--- src/rtl/ecdsa_seq_pkg.sv ---
// Shared types for the ECDSA sequencer: request opcodes, response status codes and FSM states.
package ecdsa_seq_pkg;

    typedef enum logic [1:0] {
        OP_KEYGEN = 2'b00,
        OP_SIGN   = 2'b01,
        OP_VERIFY = 2'b10,
        OP_RSVD   = 2'b11
    } op_e;

    typedef enum logic [1:0] {
        ST_OK      = 2'b00,
        ST_FAIL    = 2'b01,
        ST_TIMEOUT = 2'b10,
        ST_BADOP   = 2'b11
    } status_e;

    typedef enum logic [2:0] {
        S_IDLE   = 3'd0,
        S_KEYGEN = 3'd1,
        S_SIGN   = 3'd2,
        S_VWAIT  = 3'd3,
        S_VERIFY = 3'd4,
        S_DROP   = 3'd5,
        S_RESP   = 3'd6
    } state_e;

endpackage

--- src/rtl/ecdsa_phase_timer.sv ---
// Per-phase watchdog: cleared on phase entry, counts while enabled, flags the last allowed cycle.
module ecdsa_phase_timer
    import ecdsa_seq_pkg::*;
#(
    parameter int TIMEOUT_CYCLES = 4096,
    parameter int TO_W           = $clog2(TIMEOUT_CYCLES + 1)
) (
    input  logic clk,
    input  logic rst,
    input  logic i_load,
    input  logic i_en,
    output logic o_expired
);

    localparam logic [TO_W-1:0] LAST = TO_W'(TIMEOUT_CYCLES - 1);

    logic [TO_W-1:0] r_cnt;

    always_ff @(posedge clk) begin
        if (rst || i_load) begin
            r_cnt <= '0;
        end else if (i_en && !o_expired) begin
            r_cnt <= r_cnt + 1'b1;
        end
    end

    // Expiry is asserted in the final cycle so the phase lasts exactly TIMEOUT_CYCLES.
    assign o_expired = i_en && (r_cnt == LAST);

endmodule

--- src/rtl/ecdsa_sequencer.sv ---
// Request sequencer in front of ecdsa_combined: auto-keygen, sign/verify go handshakes, per-phase timeout.
// Optional ECDSA_SEQ_SELFCHECK_EN: every successful SIGN is re-verified before the response.
module ecdsa_sequencer
    import ecdsa_seq_pkg::*;
#(
    parameter int KEY_SIZE       = 64,
    parameter int TIMEOUT_CYCLES = 4096
) (
    input  logic                clk,
    input  logic                rst,
    input  logic                req_valid,
    output logic                req_ready,
    input  logic [1:0]          req_op,
    input  logic [KEY_SIZE-1:0] req_r,
    input  logic [KEY_SIZE-1:0] req_s,
    output logic                rsp_valid,
    input  logic                rsp_ready,
    output logic [1:0]          rsp_status,
    output logic                rsp_verified,
    output logic [KEY_SIZE-1:0] rsp_r,
    output logic [KEY_SIZE-1:0] rsp_s,
    output logic                key_valid,
    output logic                ecc_go,
    output logic                sign_go,
    output logic                verify_go,
    input  logic                ecc_done,
    input  logic                sign_done,
    input  logic                verify_done,
    input  logic                verify_ready,
    input  logic                verified,
    input  logic                failure,
    input  logic [KEY_SIZE-1:0] r_sign,
    input  logic [KEY_SIZE-1:0] s_sign,
    output logic [KEY_SIZE-1:0] verifying_r,
    output logic [KEY_SIZE-1:0] verifying_s
);

    localparam int TO_W = $clog2(TIMEOUT_CYCLES + 1);

    state_e              r_state, w_next;
    op_e                 r_op;
    status_e             r_status, w_status_nx;
    logic                r_verified, r_key_valid, r_chk;
    logic [KEY_SIZE-1:0] r_rsp_r, r_rsp_s, r_vr, r_vs;
    logic                w_accept, w_status_ld, w_ver_ld, w_cap_sig;
    logic                w_key_set, w_key_clr, w_chk_set, w_chk_clr;
    logic                w_in_phase, w_expired;

    assign w_in_phase = (r_state == S_KEYGEN) || (r_state == S_SIGN) ||
                        (r_state == S_VWAIT)  || (r_state == S_VERIFY);

    ecdsa_phase_timer #(
        .TIMEOUT_CYCLES(TIMEOUT_CYCLES),
        .TO_W          (TO_W)
    ) u_timer (
        .clk      (clk),
        .rst      (rst),
        .i_load   (w_next != r_state),
        .i_en     (w_in_phase),
        .o_expired(w_expired)
    );

    // Handshake outputs decode straight from state; rst gates them so go drops in the reset cycle.
    assign req_ready    = (r_state == S_IDLE)   && !rst;
    assign rsp_valid    = (r_state == S_RESP)   && !rst;
    assign ecc_go       = (r_state == S_KEYGEN) && !rst;
    assign sign_go      = (r_state == S_SIGN)   && !rst;
    assign verify_go    = (r_state == S_VERIFY) && !rst;
    assign rsp_status   = r_status;
    assign rsp_verified = r_verified;
    assign rsp_r        = r_rsp_r;
    assign rsp_s        = r_rsp_s;
    assign key_valid    = r_key_valid;
    assign verifying_r  = r_vr;
    assign verifying_s  = r_vs;
    assign w_accept     = req_valid && req_ready;

    always_ff @(posedge clk) begin
        if (rst) r_state <= S_IDLE;
        else     r_state <= w_next;
    end

    always_comb begin
        w_next      = r_state;
        w_status_ld = 1'b0;
        w_status_nx = r_status;
        w_ver_ld    = 1'b0;
        w_cap_sig   = 1'b0;
        w_key_set   = 1'b0;
        w_key_clr   = 1'b0;
        w_chk_set   = 1'b0;
        w_chk_clr   = 1'b0;
        case (r_state)
            S_IDLE: begin
                if (w_accept) begin
                    case (op_e'(req_op))
                        OP_RSVD: begin
                            w_next      = S_RESP;
                            w_status_ld = 1'b1;
                            w_status_nx = ST_BADOP;
                        end
                        OP_KEYGEN: begin
                            w_next    = S_KEYGEN;
                            w_key_clr = 1'b1;
                        end
                        default: begin
                            if (!r_key_valid)             w_next = S_KEYGEN;
                            else if (req_op == OP_SIGN)   w_next = S_SIGN;
                            else                          w_next = S_VWAIT;
                        end
                    endcase
                end
            end
            S_KEYGEN: begin
                if (ecc_done) begin
                    w_key_set = 1'b1;
                    if (r_op == OP_KEYGEN) begin
                        w_next      = S_DROP;
                        w_status_ld = 1'b1;
                        w_status_nx = ST_OK;
                    end else if (r_op == OP_SIGN) begin
                        w_next = S_SIGN;
                    end else begin
                        w_next = S_VWAIT;
                    end
                end else if (w_expired) begin
                    w_next      = S_DROP;
                    w_status_ld = 1'b1;
                    w_status_nx = ST_TIMEOUT;
                end
            end
            S_SIGN: begin
                w_status_ld = failure || sign_done || w_expired;
                if (failure) begin
                    w_next      = S_DROP;
                    w_status_nx = ST_FAIL;
                end else if (sign_done) begin
                    w_next      = S_DROP;
                    w_status_nx = ST_OK;
                    w_cap_sig   = 1'b1;
`ifdef ECDSA_SEQ_SELFCHECK_EN
                    w_chk_set   = 1'b1;
`endif
                end else if (w_expired) begin
                    w_next      = S_DROP;
                    w_status_nx = ST_TIMEOUT;
                end
            end
            S_VWAIT: begin
                if (verify_ready) begin
                    w_next = S_VERIFY;
                end else if (w_expired) begin
                    w_next      = S_DROP;
                    w_status_ld = 1'b1;
                    w_status_nx = ST_TIMEOUT;
                end
            end
            S_VERIFY: begin
                if (verify_done) begin
                    w_next      = S_DROP;
                    w_ver_ld    = 1'b1;
                    w_status_ld = 1'b1;
                    // A rejected self-check turns a signed result into FAIL; plain VERIFY stays OK.
                    w_status_nx = (r_op == OP_SIGN && !verified) ? ST_FAIL : ST_OK;
                end else if (w_expired) begin
                    w_next      = S_DROP;
                    w_status_ld = 1'b1;
                    w_status_nx = ST_TIMEOUT;
                end
            end
            S_DROP: begin
                if (r_chk) begin
                    w_next    = S_VWAIT;
                    w_chk_clr = 1'b1;
                end else begin
                    w_next = S_RESP;
                end
            end
            S_RESP: begin
                if (rsp_ready) w_next = S_IDLE;
            end
            default: w_next = S_IDLE;
        endcase
    end

    always_ff @(posedge clk) begin
        if (rst) begin
            r_op        <= OP_KEYGEN;
            r_status    <= ST_OK;
            r_verified  <= 1'b0;
            r_key_valid <= 1'b0;
            r_chk       <= 1'b0;
            r_rsp_r     <= '0;
            r_rsp_s     <= '0;
            r_vr        <= '0;
            r_vs        <= '0;
        end else begin
            if (w_accept) begin
                r_op       <= op_e'(req_op);
                r_vr       <= req_r;
                r_vs       <= req_s;
                r_status   <= ST_OK;
                r_verified <= 1'b0;
                r_rsp_r    <= '0;
                r_rsp_s    <= '0;
            end
            if (w_status_ld) r_status <= w_status_nx;
            if (w_ver_ld)    r_verified <= verified;
            if (w_cap_sig) begin
                r_rsp_r <= r_sign;
                r_rsp_s <= s_sign;
            end
            if (w_chk_set) begin
                r_chk <= 1'b1;
                r_vr  <= r_sign;
                r_vs  <= s_sign;
            end else if (w_chk_clr) begin
                r_chk <= 1'b0;
            end
            if (w_key_clr)      r_key_valid <= 1'b0;
            else if (w_key_set) r_key_valid <= 1'b1;
        end
    end

endmodule

--- config.mk ---
export PLATFORM = sky130hd
export DESIGN_NAME = ecdsa_sequencer
export DESIGN_NICKNAME = d
export VERILOG_FILES = /design/src/rtl/ecdsa_seq_pkg.sv /design/src/rtl/ecdsa_phase_timer.sv /design/src/rtl/ecdsa_sequencer.sv
export SDC_FILE = /design/constraint.sdc
export NUM_CORES = 1
export LEC_CHECK = 0
export BUFFER_PORTS_ARGS = -buffer_cell sky130_fd_sc_hd__buf_2
export CAP_MARGIN = 25
export CORE_AREA = 2 2 204 206
export DETAILED_ROUTE_END_ITERATION = 8
export DIE_AREA = 0 0 206 208
export GPL_ROUTABILITY_DRIVEN = 0
export GPL_TIMING_DRIVEN = 0
export SYNTH_ARGS = -nofsm -noshare
export SYNTH_HDL_FRONTEND = slang
export SYNTH_SLANG_ARGS = --single-unit
export TNS_END_PERCENT = 100
--- constraint.sdc ---
create_clock -name clk -period 6.65 [get_ports clk]
set_clock_uncertainty 0.05 [all_clocks]
set_input_delay 0.665 -clock clk [delete_from_list [all_inputs] [get_ports clk]]
set_output_delay 0.665 -clock clk [all_outputs]
set_load 0.03 [all_outputs]
Word-level counts from Yosys, hierarchy flattened
Cells that the tools add are included.
{"block": "word_totals", "reg_bits": 278}
{"block": "op_classes", "add_sub_neg": 1, "n_eq_ne": 16, "muxes": 50, "reduce_logical": 26}
{"cell": "2-to-1 mux 64 bit", "n": 3}
{"cell": "2-to-1 mux 3 bit", "n": 9}
{"cell": "2-to-1 mux 2 bit", "n": 12}
{"cell": "2-to-1 mux 1 bit", "n": 22}
{"cell": "case mux 3 bit (7 select lines)", "n": 1}
{"cell": "adder 13 x 1 -> 13 bit, second input constant", "n": 1}
{"cell": "equality test 13 x 12 -> 1 bit, second input constant", "n": 1}
{"cell": "case mux 2 bit (5 select lines)", "n": 1}
{"cell": "equality test 3 bit, second input constant", "n": 3}
{"cell": "logical AND 1 bit", "n": 9}
{"cell": "equality test 3 x 2 -> 1 bit, second input constant", "n": 2}
{"cell": "logical OR 1 bit", "n": 6}
{"cell": "!= test 6 x 1 -> 1 bit, second input constant", "n": 1}
{"cell": "case mux 3 bit (2 select lines)", "n": 1}
{"cell": "AND reduction 6 bit", "n": 1}
{"cell": "nonzero test 2 bit", "n": 3}
{"cell": "case mux 1 bit (5 select lines)", "n": 1}
{"cell": "equality test 2 x 1 -> 1 bit, second input constant", "n": 2}
{"cell": "zero test 2 bit", "n": 2}
{"cell": "!= test 4 x 3 -> 1 bit, second input constant", "n": 1}
{"cell": "equality test 3 x 1 -> 1 bit, second input constant", "n": 1}
{"cell": "zero test 1 bit", "n": 3}
{"cell": "zero test 3 bit", "n": 1}
{"cell": "!= test 3 x 2 -> 1 bit, second input constant", "n": 1}
{"cell": "5 further kinds", "n": 5}

Logic depth before layout (Yosys ltp)
Gate-level depths: netlist of the first run.
{"block": "depth", "ltp_word": 11, "ltp_mapped": 9}

Hierarchy
From an unflattened synthesis of the first run, not the netlist that was laid out.
{"block": "unflattened", "hier_cells": 1169, "hier_area_um2": 10639.0}
{"mod": "ecdsa_sequencer", "n_inst": 1, "cells_each": 1090, "area_per_inst_um2": 9990.8}
{"mod": "ecdsa_phase_timer", "n_inst": 1, "cells_each": 79, "area_per_inst_um2": 648.1}

Worst setup path after synthesis of the first run
No wires, ideal clock.
{"block": "synth_path", "path_type": "in2reg", "start": "input rst", "end": "register u_timer.r_cnt[10]", "setup_time_ps": 64, "arrival_time_ps": 2584, "required_time_ps": 6536, "path_slack_ps": 3952, "path_stages": 9, "cell_sequence": "buf_2 > nor4_4 > and2_1 > buf_2 > a21oi_1 > nor3b_1 > or4_4 > buf_6 > nor2_1"}
{"block": "synth_between", "elab_chain_cells": 7}
{"element": "from (decl)", "line_no": "ecdsa_sequencer.sv:10", "rtl": "input logic rst,"}
{"element": "zero test 1 bit", "line_no": "ecdsa_sequencer.sv:64", "rtl": "assign req_ready = (r_state == S_IDLE) && !rst;"}
{"element": "logical AND 1 bit", "line_no": "ecdsa_sequencer.sv:64"}
{"element": "via req_ready", "line_no": "ecdsa_sequencer.sv:12", "rtl": "output logic req_ready,"}
{"element": "logical AND 1 bit", "line_no": "ecdsa_sequencer.sv:76", "rtl": "assign w_accept = req_valid && req_ready;"}
{"element": "2-to-1 mux 3 bit", "line_no": "ecdsa_sequencer.sv:95", "rtl": "if (w_accept) begin"}
{"element": "case mux 3 bit (7 select lines)", "line_no": "ecdsa_sequencer.sv:93", "rtl": "case (r_state)"}
{"element": "!= test 3 bit", "line_no": "ecdsa_sequencer.sv:58", "rtl": ".i_load (w_next != r_state),"}
{"element": "logical OR 1 bit", "line_no": "ecdsa_phase_timer.sv:20", "rtl": "if (rst || i_load) begin"}
{"element": "to (signal assigned)", "line_no": "ecdsa_phase_timer.sv:23", "rtl": "r_cnt <= r_cnt + 1'b1;"}
{"element": "to (decl)", "line_no": "ecdsa_phase_timer.sv:17", "rtl": "logic [TO_W-1:0] r_cnt;"}
The timed path passes the listed nets, and every way through them passes these cells.
A chain may end at the register's enable or synchronous reset.

Worst setup path in the final report of the first run
{"block": "layout_path", "start": "register r_state[2]", "end": "output verify_go"}
{"block": "layout_between", "elab_chain_cells": 2}
{"element": "from (decl)", "line_no": "ecdsa_sequencer.sv:40", "rtl": "state_e r_state, w_next;"}
{"element": "from (signal assigned)", "line_no": "ecdsa_sequencer.sv:80", "rtl": "else r_state <= w_next;"}
{"element": "equality test 3 bit", "line_no": "ecdsa_sequencer.sv:68", "rtl": "assign verify_go = (r_state == S_VERIFY) && !rst;"}
{"element": "logical AND 1 bit", "line_no": "ecdsa_sequencer.sv:68"}
{"element": "to (decl)", "line_no": "ecdsa_sequencer.sv:25", "rtl": "output logic verify_go,"}
No other way between the ends.

==> results of run 1 <==
## how the worst max path moves through the flow
stage	from	endpoint	slack, ps
CTS	r_state[2]	rsp_r[63]	3590
detailed placement	rst	rsp_s[4]	3320
global route	r_state[2]	rsp_s[7]	3410
global placement	sign_done	rsp_s[6]	3130
finish	r_state[2]	verify_go	3630
floorplan	rst	u_timer.r_cnt[10]	3950
## Yosys cell counts, drive strengths merged, types with 3 or more instances
cell type / instances
a31oi: 5
inv: 6
nand3: 9
xnor2: 4
nor2b: 6
a211oi: 3
nand2b: 4
dfxtp: 278
and2: 4
clkbuf: 79
o211ai: 3
o21ai: 9
nor3b: 3
nor2: 156
a22oi: 129
ha: 4
nor4: 6
a21oi: 7
nand4: 7
buf: 16
xor2: 6
nor3: 5
nand3b: 132
nand2: 267
## registers in the layout, indices dropped and copies added (netlist names)
| name | cells |
|---|---|
| rsp_status | 2 |
| r_op | 2 |
| rsp_s | 64 |
| r_state | 3 |
| key_valid | 1 |
| rsp_verified | 1 |
| verifying_r | 64 |
| verifying_s | 64 |
| u_timer.r_cnt | 13 |
| rsp_r | 64 |
## power breakdown
part	switching (mW)	leakage, nW	internal, mW
logic	0.467	4.38	0.221
clock network	0.694	0.528	1.09
registers	0.0531	2.26	1.76
total	1.21	7.17	3.07
## worst register-to-register path: stages, from the launching register on
cell      delay (ps)
dfxtp_1          320
buf_6            140
clkbuf_1         340
nor4_1           130
buf_2            200
nor2_1           250
clkbuf_1         650
clkbuf_1         520
a22oi_1          140
nor2_1           120
## per-layer routing
metal  share of wire (%)  global-route usage (%)  routed length (microns)
met1                  43                    22.0                    16900
met2                  48                    30.1                    19000
met3                 7.0                    3.93                     2760
met4                 2.6                    4.73                     1040
met5               0.018                       0                        7
## kinds of logic (layout without fill, tap and decap cells)
group | after synthesis | in the layout | share of synthesized area [%]
xor+xnor | 10 | 10 | 0.848
buf+inv | 101 | 687 | 3.93
flops | 278 | 278 | 53.9
mux | 3 | 3 | 0.315
fa+ha+maj | 4 | 4 | 0.485
compound gates | 167 | 167 | 11.9
other cells | 0 | 2 | 0
simple gates | 611 | 611 | 28.6
## area by class of cell
type | count | area, sq um
multi-input cells | 795 | 4360
diodes | 2 | 5.00
clock inverters | 11 | 159
fillers | 4225 | 25800
clock buffers | 42 | 897
plain buffers | 95 | 383
well taps | 532 | 666
repair buffers | 533 | 2670
inverters | 6 | 22.5
flip-flops and latches | 278 | 5570
## cell usage in the layout (no fill, tap or decap), drive strengths merged, types with 5 or more instances in the layout
| cell | count |
|---|---|
| buf | 549 |
| dfxtp | 278 |
| nand2 | 267 |
| nor2 | 156 |
| nand3b | 132 |
| a22oi | 129 |
| clkbuf | 121 |
| o21ai | 9 |
| nand3 | 9 |
| nand4 | 7 |
| a21oi | 7 |
| inv | 7 |
| nor2b | 6 |
| xor2 | 6 |
| clkinv | 6 |
| nor4 | 6 |
| nor3 | 5 |
| a31oi | 5 |
## metrics by stage
stage	instances	total power [mW]
detailed placement	2239	2.54
CTS	2292	4.33
floorplan	1174	2.26
global route	2294	4.46
finish	2294	4.28
global placement	2237	2.53
==> summary.md, run 1 <==
| Metric | Value |
|---|---|
| Fraction of final layout cells with drive strength greater than 1 | `34.1%` |
| Mapped Nets | `1,446` |
| Worst Path Arrival | `2310 ps` |
| CP required | `between 5000 and 6000 ps` |
| Post-Syn Instances | `1,174` |
| Final Net Count | `about 2,000` |
| PD cells | `291 mW/mm^2` |
| Design Area, Final | `0.0147 sq mm` |
| Fin. Hold Viols | `0` |
| HP Start | `req_r[1]` |
| Area of the core | `0.0406 sq mm` |
| Post-CTS setup buffer count | `0` |
| Async set-or-reset flop fraction in the synthesized netlist | `0%` |
| Die Ht | `208 microns` |
| Post-synth top area share | `53.9%` |
| Synth area leader | `dfxtp_1` |
| Worst Tran Pin Value | `812 ps` |
| CTS buffer count | `30` |
| Sink Count | `278` |
| Die area | `0.0428 sq mm` |
| # DRC | `0` |
| CP max-delay cell | `buf_1` |
| Fin Setup TNS | `0 ps` |
| Final core utilization | `between 30% and 40%` |
| Yosys warns | `0` |
| Worst Hold Class | `in2reg` |
| Syn Area/Cell | `8.80 sq um` |
| GRT Total Usage | `17.5%` |
| Post-Route WL | `39.7 mm` |
| DR iter-0 viols | `659` |
| Period Utilization, post-route | `45.5%` |
| CP Depth | `6` |
| Mapped cell area | `0.0103 sq mm` |
| Unrepaired setup endpoints after global routing | `no` |
| Sequential area share after synthesis | `53.9%` |
| Worst-path clk slew | `60 ps` |
| Row cnt | `74` |
| Fin crit period | `3020 ps` |
| Htree depth | `1` |
| Final setup viols | `0` |
| LEAKAGE | `7.17 nW` |
| DR vias/cell | `about 4.6` |
| Rel. slew slack | `45.3%` |
| CTS tree | `built` |
| Synth cell types | `50` |
| Clk root buf | `clkbuf_16` |
| Critical Path Start Type | `register` |
| Cell Area, Placed | `0.0137 sq mm` |
| WP buf/inv | `4` |
| DR WL/cell | `17.3 microns` |
| CP Max Fanout | `10` |
| Cell Chain, Critical Path | `buf_6 > clkbuf_1 > buf_1 > nand2b_1 > nor3_1 > buf_2` |
| Crit end category | `output port` |
| Cts repair resizes | `0` |
| Crit-path leading delay family | `buffers and inverters` |
| Vias in the first global route | `10,332` |
| Post-synthesis register bit count | `278` |
| Ranking of synthesized cells by area | `dfxtp_1, nand2_1, nand3b_1` |
| Clk buf depth | `3` |
| Grt total ovfl | `0` |
| Final setup margin | `3630 ps` |
| Primary flip-flop cell chosen by synthesis mapping | `dfxtp_1` |
| Hpwl dp | `30.7 mm` |
| Antenna violations before repair | `3` |
| CP Class | `reg2out` |
| Peak Freq | `0.331 GHz` |
| First-pass GRT wire length | `59.4 mm` |
| Cts hold-fix bufs | `0` |
| Die W | `206 microns` |
| Initial core utilization | `25.5%` |
| Pin count of the biggest net entering global routing | `15` |
| PortBufs | `531` |
| Peak VDD IR | `163 uV` |
| Pre-CTS setup slack | `3320 ps` |
| DR vias | `between 10,000 and 15,000` |
| Worst R2R Path Depth | `9` |
| FF-to-FF End | `rsp_s[4]` |
| Hold-critical path depth | `3` |
| Status | `finished, final reports clean` |
| Post-synth EDFFs | `0` |
| Max Transition Viols Final | `0` |
| DR pass1 iterations | `5` |
| P&R area growth vs syn | `42.6%` |
| Slowest stage delay, CP | `between 400 and 500 ps` |
| Reg2Reg Launch Point | `r_state[2]` |
| Hold EP | `verifying_r[1]` |
| Max-cap viol count | `0` |
| WHS | `227 ps` |
| I/O pins | `between 500 and 600` |
| Clk_lat worst skew | `~570 ps` |
| R2r setup slk | `roughly 3700 ps` |
| DRT antenna net count | `0` |
(Power assumes the default switching activity.)
==> run 2: changes to the inputs <==
--- a/config.mk
+++ b/config.mk
@@ -7,9 +7,9 @@
 export LEC_CHECK = 0
 export BUFFER_PORTS_ARGS = -buffer_cell sky130_fd_sc_hd__buf_2
 export CAP_MARGIN = 25
-export CORE_AREA = 2 2 204 206
+export CORE_AREA = 2 2 205 207
 export DETAILED_ROUTE_END_ITERATION = 8
-export DIE_AREA = 0 0 206 208
+export DIE_AREA = 0 0 207 209
 export GPL_ROUTABILITY_DRIVEN = 0
 export GPL_TIMING_DRIVEN = 0
 export SYNTH_ARGS = -nofsm -noshare
==> constraint.sdc (replaced) <==
create_clock -name clk -period 2.7 [get_ports clk]
set_clock_uncertainty 0.05 [all_clocks]
set_input_delay 0.27 -clock clk [delete_from_list [all_inputs] [get_ports clk]]
set_output_delay 0.27 -clock clk [all_outputs]
set_load 0.03 [all_outputs]
==> run 2 against run 1 <==
  * Sequential share of layout area down 5.7 points
  * Utilization up 5.7 points
  * Design area up 18%
  * Final cell count up 12%
  * Critical endpoint unchanged
  * Combinational power rose to 2.9 times the previous value
  * Wire length up 6.5%
  * Register-to-register slack worse by 3500 ps
  * Via count up 12%
  * Power rose to 2.5 times the previous value
  * Clock-buffer cell count up 9
  * Sequential power up 150%
  * Global-route usage up 0.93 points
==> summary.md, run 2 (synthesis gave the netlist of run 1 again) <==
| Metric | Value |
|---|---|
| Unrepaired setup endpoints after global routing | `no (unchanged)` |
| CTS buffer count | `34 (was 30)` |
| Hpwl dp | `29.4 mm (was 30.7 mm)` |
| Dpl cells | `2,245 (was 2,239)` |
| Most common cell after layout, fill and taps aside | `buf_2 (unchanged)` |
| CP Max Fanout | `10 (unchanged)` |
| Peak Freq | `0.397 GHz` |
| DR iter-0 viols | `756 (was 659)` |
| Vias in the first global route | `12,166 (was 10,332)` |
| P&R area growth vs syn | `68.1% (was 42.6%)` |
| Worst Path Arrival | `2200 ps (was 2310 ps)` |
| Slowest stage delay, CP | `410 ps (was 430 ps)` |
| Max Transition Viols Final | `0 (unchanged)` |
| Post-CTS setup buffer count | `0 (unchanged)` |
| CP required | `2380 ps (was 5930 ps)` |
| First-pass GRT wire length | `64.1 mm (was 59.4 mm)` |
| Crit-path leading delay family | `buffers and inverters (unchanged)` |
| WP buf/inv | `4 (unchanged)` |
| DRT antenna net count | `0 (unchanged)` |
| Clk root buf | `clkbuf_16 (unchanged)` |
| Worst Tran Pin Value | `869 ps (was 812 ps)` |
| Clk_lat worst skew | `520 ps (was 570 ps)` |
| Fin crit period | `about 2500 ps` |
| Max-cap viol count | `0 (unchanged)` |
| Rel. slew slack | `42.0% (was 45.3%)` |
| # DRC | `0 (unchanged)` |
| Crit end category | `output port (unchanged)` |
| CP endpoint | `verify_go (unchanged)` |
| Row cnt | `75 (was 74)` |
| Non-filler cells, final | `2,565 (was 2,294)` |
| Die Ht | `209 microns (was 208 microns)` |
| DR vias/cell | `4.63 (was 4.62)` |
| Commonest non-fill, non-tap cells in the layout | `buf_2, dfxtp_1, nand2_1 (unchanged)` |
| DR vias | `11,886 (was 10,606)` |
| CP Depth | `6 (unchanged)` |
| Die area | `0.0433 sq mm (was 0.0428 sq mm)` |
| Final Net Count | `2,274 (was 2,011)` |
| WHS | `151 ps (was 227 ps)` |
| CP Class | `reg2out (unchanged)` |
| GRT Total Usage | `18.5% (was 17.5%)` |
| Sink Count | `278 (unchanged)` |
| Worst-path clk slew | `50 ps (was 60 ps)` |
| Worst Hold Class | `in2reg (unchanged)` |
| Fraction of final layout cells with drive strength greater than 1 | `30.1% (was 34.1%)` |
| Peak VDD IR | `515 uV (was 163 uV)` |
| R2r setup slk | `210 ps (was 3730 ps)` |
| Htree depth | `2 (was 1)` |
| Grt total ovfl | `0 (unchanged)` |
| PD cells | `628 mW/mm^2 (was 291 mW/mm^2)` |
| LEAKAGE | `8.28 nW (was 7.17 nW)` |
| Final setup viols | `0 (unchanged)` |
| Fin. Hold Viols | `0 (unchanged)` |
| Pin count of the biggest net entering global routing | `13 (was 15)` |
| CTS tree | `built (unchanged)` |
| Initial core utilization | `25.0% (was 25.5%)` |
| Clk buf depth | `3 (unchanged)` |
| Post-Route WL | `42.3 mm (was 39.7 mm)` |
| Antenna violations before repair | `1 (was 3)` |
| Cell Chain, Critical Path | `buf_6 > clkbuf_1 > buf_1 > nand2b_1 > nor3_1 > buf_2 (unchanged)` |
| Die W | `207 microns (was 206 microns)` |
| Antenna diodes | `0 (was 2)` |
| Period Utilization, post-route | `93.2%` |
| Area of the core | `0.0413 sq mm (was 0.0406 sq mm)` |
| I/O pins | `533 (unchanged)` |
| Reg2Reg Launch Point | `r_state[2] (unchanged)` |
| Cell Area, Placed | `0.0137 sq mm (about the same)` |
| CP max-delay cell | `buf_1 (unchanged)` |
| FF-to-FF End | `rsp_s[40] (was rsp_s[4])` |
| DR pass1 iterations | `5 (unchanged)` |
| Design Area, Final | `0.0174 sq mm (was 0.0147 sq mm)` |
| Status | `finished, final reports clean (unchanged)` |
| PortBufs | `531 (unchanged)` |
| Worst R2R Path Depth | `9 (unchanged)` |
| Critical Path Start Type | `register (unchanged)` |
| Worst Setup SP | `r_state[2] (unchanged)` |
| DR WL/cell | `16.5 microns (was 17.3 microns)` |
## run 2: metal layers
metal  global-route usage, %  vias to the layer above  routed length, microns
met1                    21.5                     5567                   17000
met4                    8.82                        0                    1810
met5                       0                        -                       0
met3                    4.76                      119                    3070
met2                    31.6                      531                   20400
li1                        -                     5669                       -
## run 2: how the worst min path moves through the flow
stage | from | end | depth (start not counted)
2_1_floorplan | req_r[0] | verifying_r[0] | 2
3_3_place_gp | u_timer.r_cnt[12] | u_timer.r_cnt[12] | 2
3_5_place_dp | u_timer.r_cnt[12] | u_timer.r_cnt[12] | 2
4_1_cts | ecc_done | r_state[2] | 4
5_1_grt | ecc_done | r_state[2] | 4
6_report | ecc_done | r_state[2] | 4
## run 2: final cells by class
| cell class | count | area [sq um] |
|---|---|---|
| well taps | 539 | 674 |
| multi-input cells | 795 | 4360 |
| flip-flops and latches | 278 | 5570 |
| plain buffers | 95 | 393 |
| fillers | 3959 | 23900 |
| repair buffers | 792 | 5270 |
| clock buffers | 51 | 985 |
| clock inverters | 9 | 92.6 |
| inverters | 6 | 22.5 |
## run 2: tightest hold or removal path, cell delays in order
cell and delay [ps]:
buf_2 130, nand2_1 90, nand3_1 90, a31oi_1 80
## run 2: timing repair
item                                    in CTS  in global routing
endpoints found under the setup margin      22                 31
endpoints found under the hold margin      260                  0
cloned                                       0                  0
resized for setup                            3                 11
hold buffers                               260                  0
## run 2: where the power goes
| part | total [mW] | switching [mW] | internal [mW] |
|---|---|---|---|
| sequential | 4.47 | 0.129 | 4.34 |
| clock | 4.42 | 1.79 | 2.63 |
| combinational | 2.01 | 1.22 | 0.790 |
## run 2: per-stage QoR
step           util [%]  power (mW)  worst slack [ps]  TNS, ps
2_1_floorplan         -        5.56               345        0
6_report           42.0        10.9               183        0
4_1_cts            42.0        11.0              56.0        0
3_3_place_gp       33.1        6.23              -535   -48990
5_1_grt            42.0        11.4              2.97        0
3_5_place_dp       33.1        6.25              -114     -842
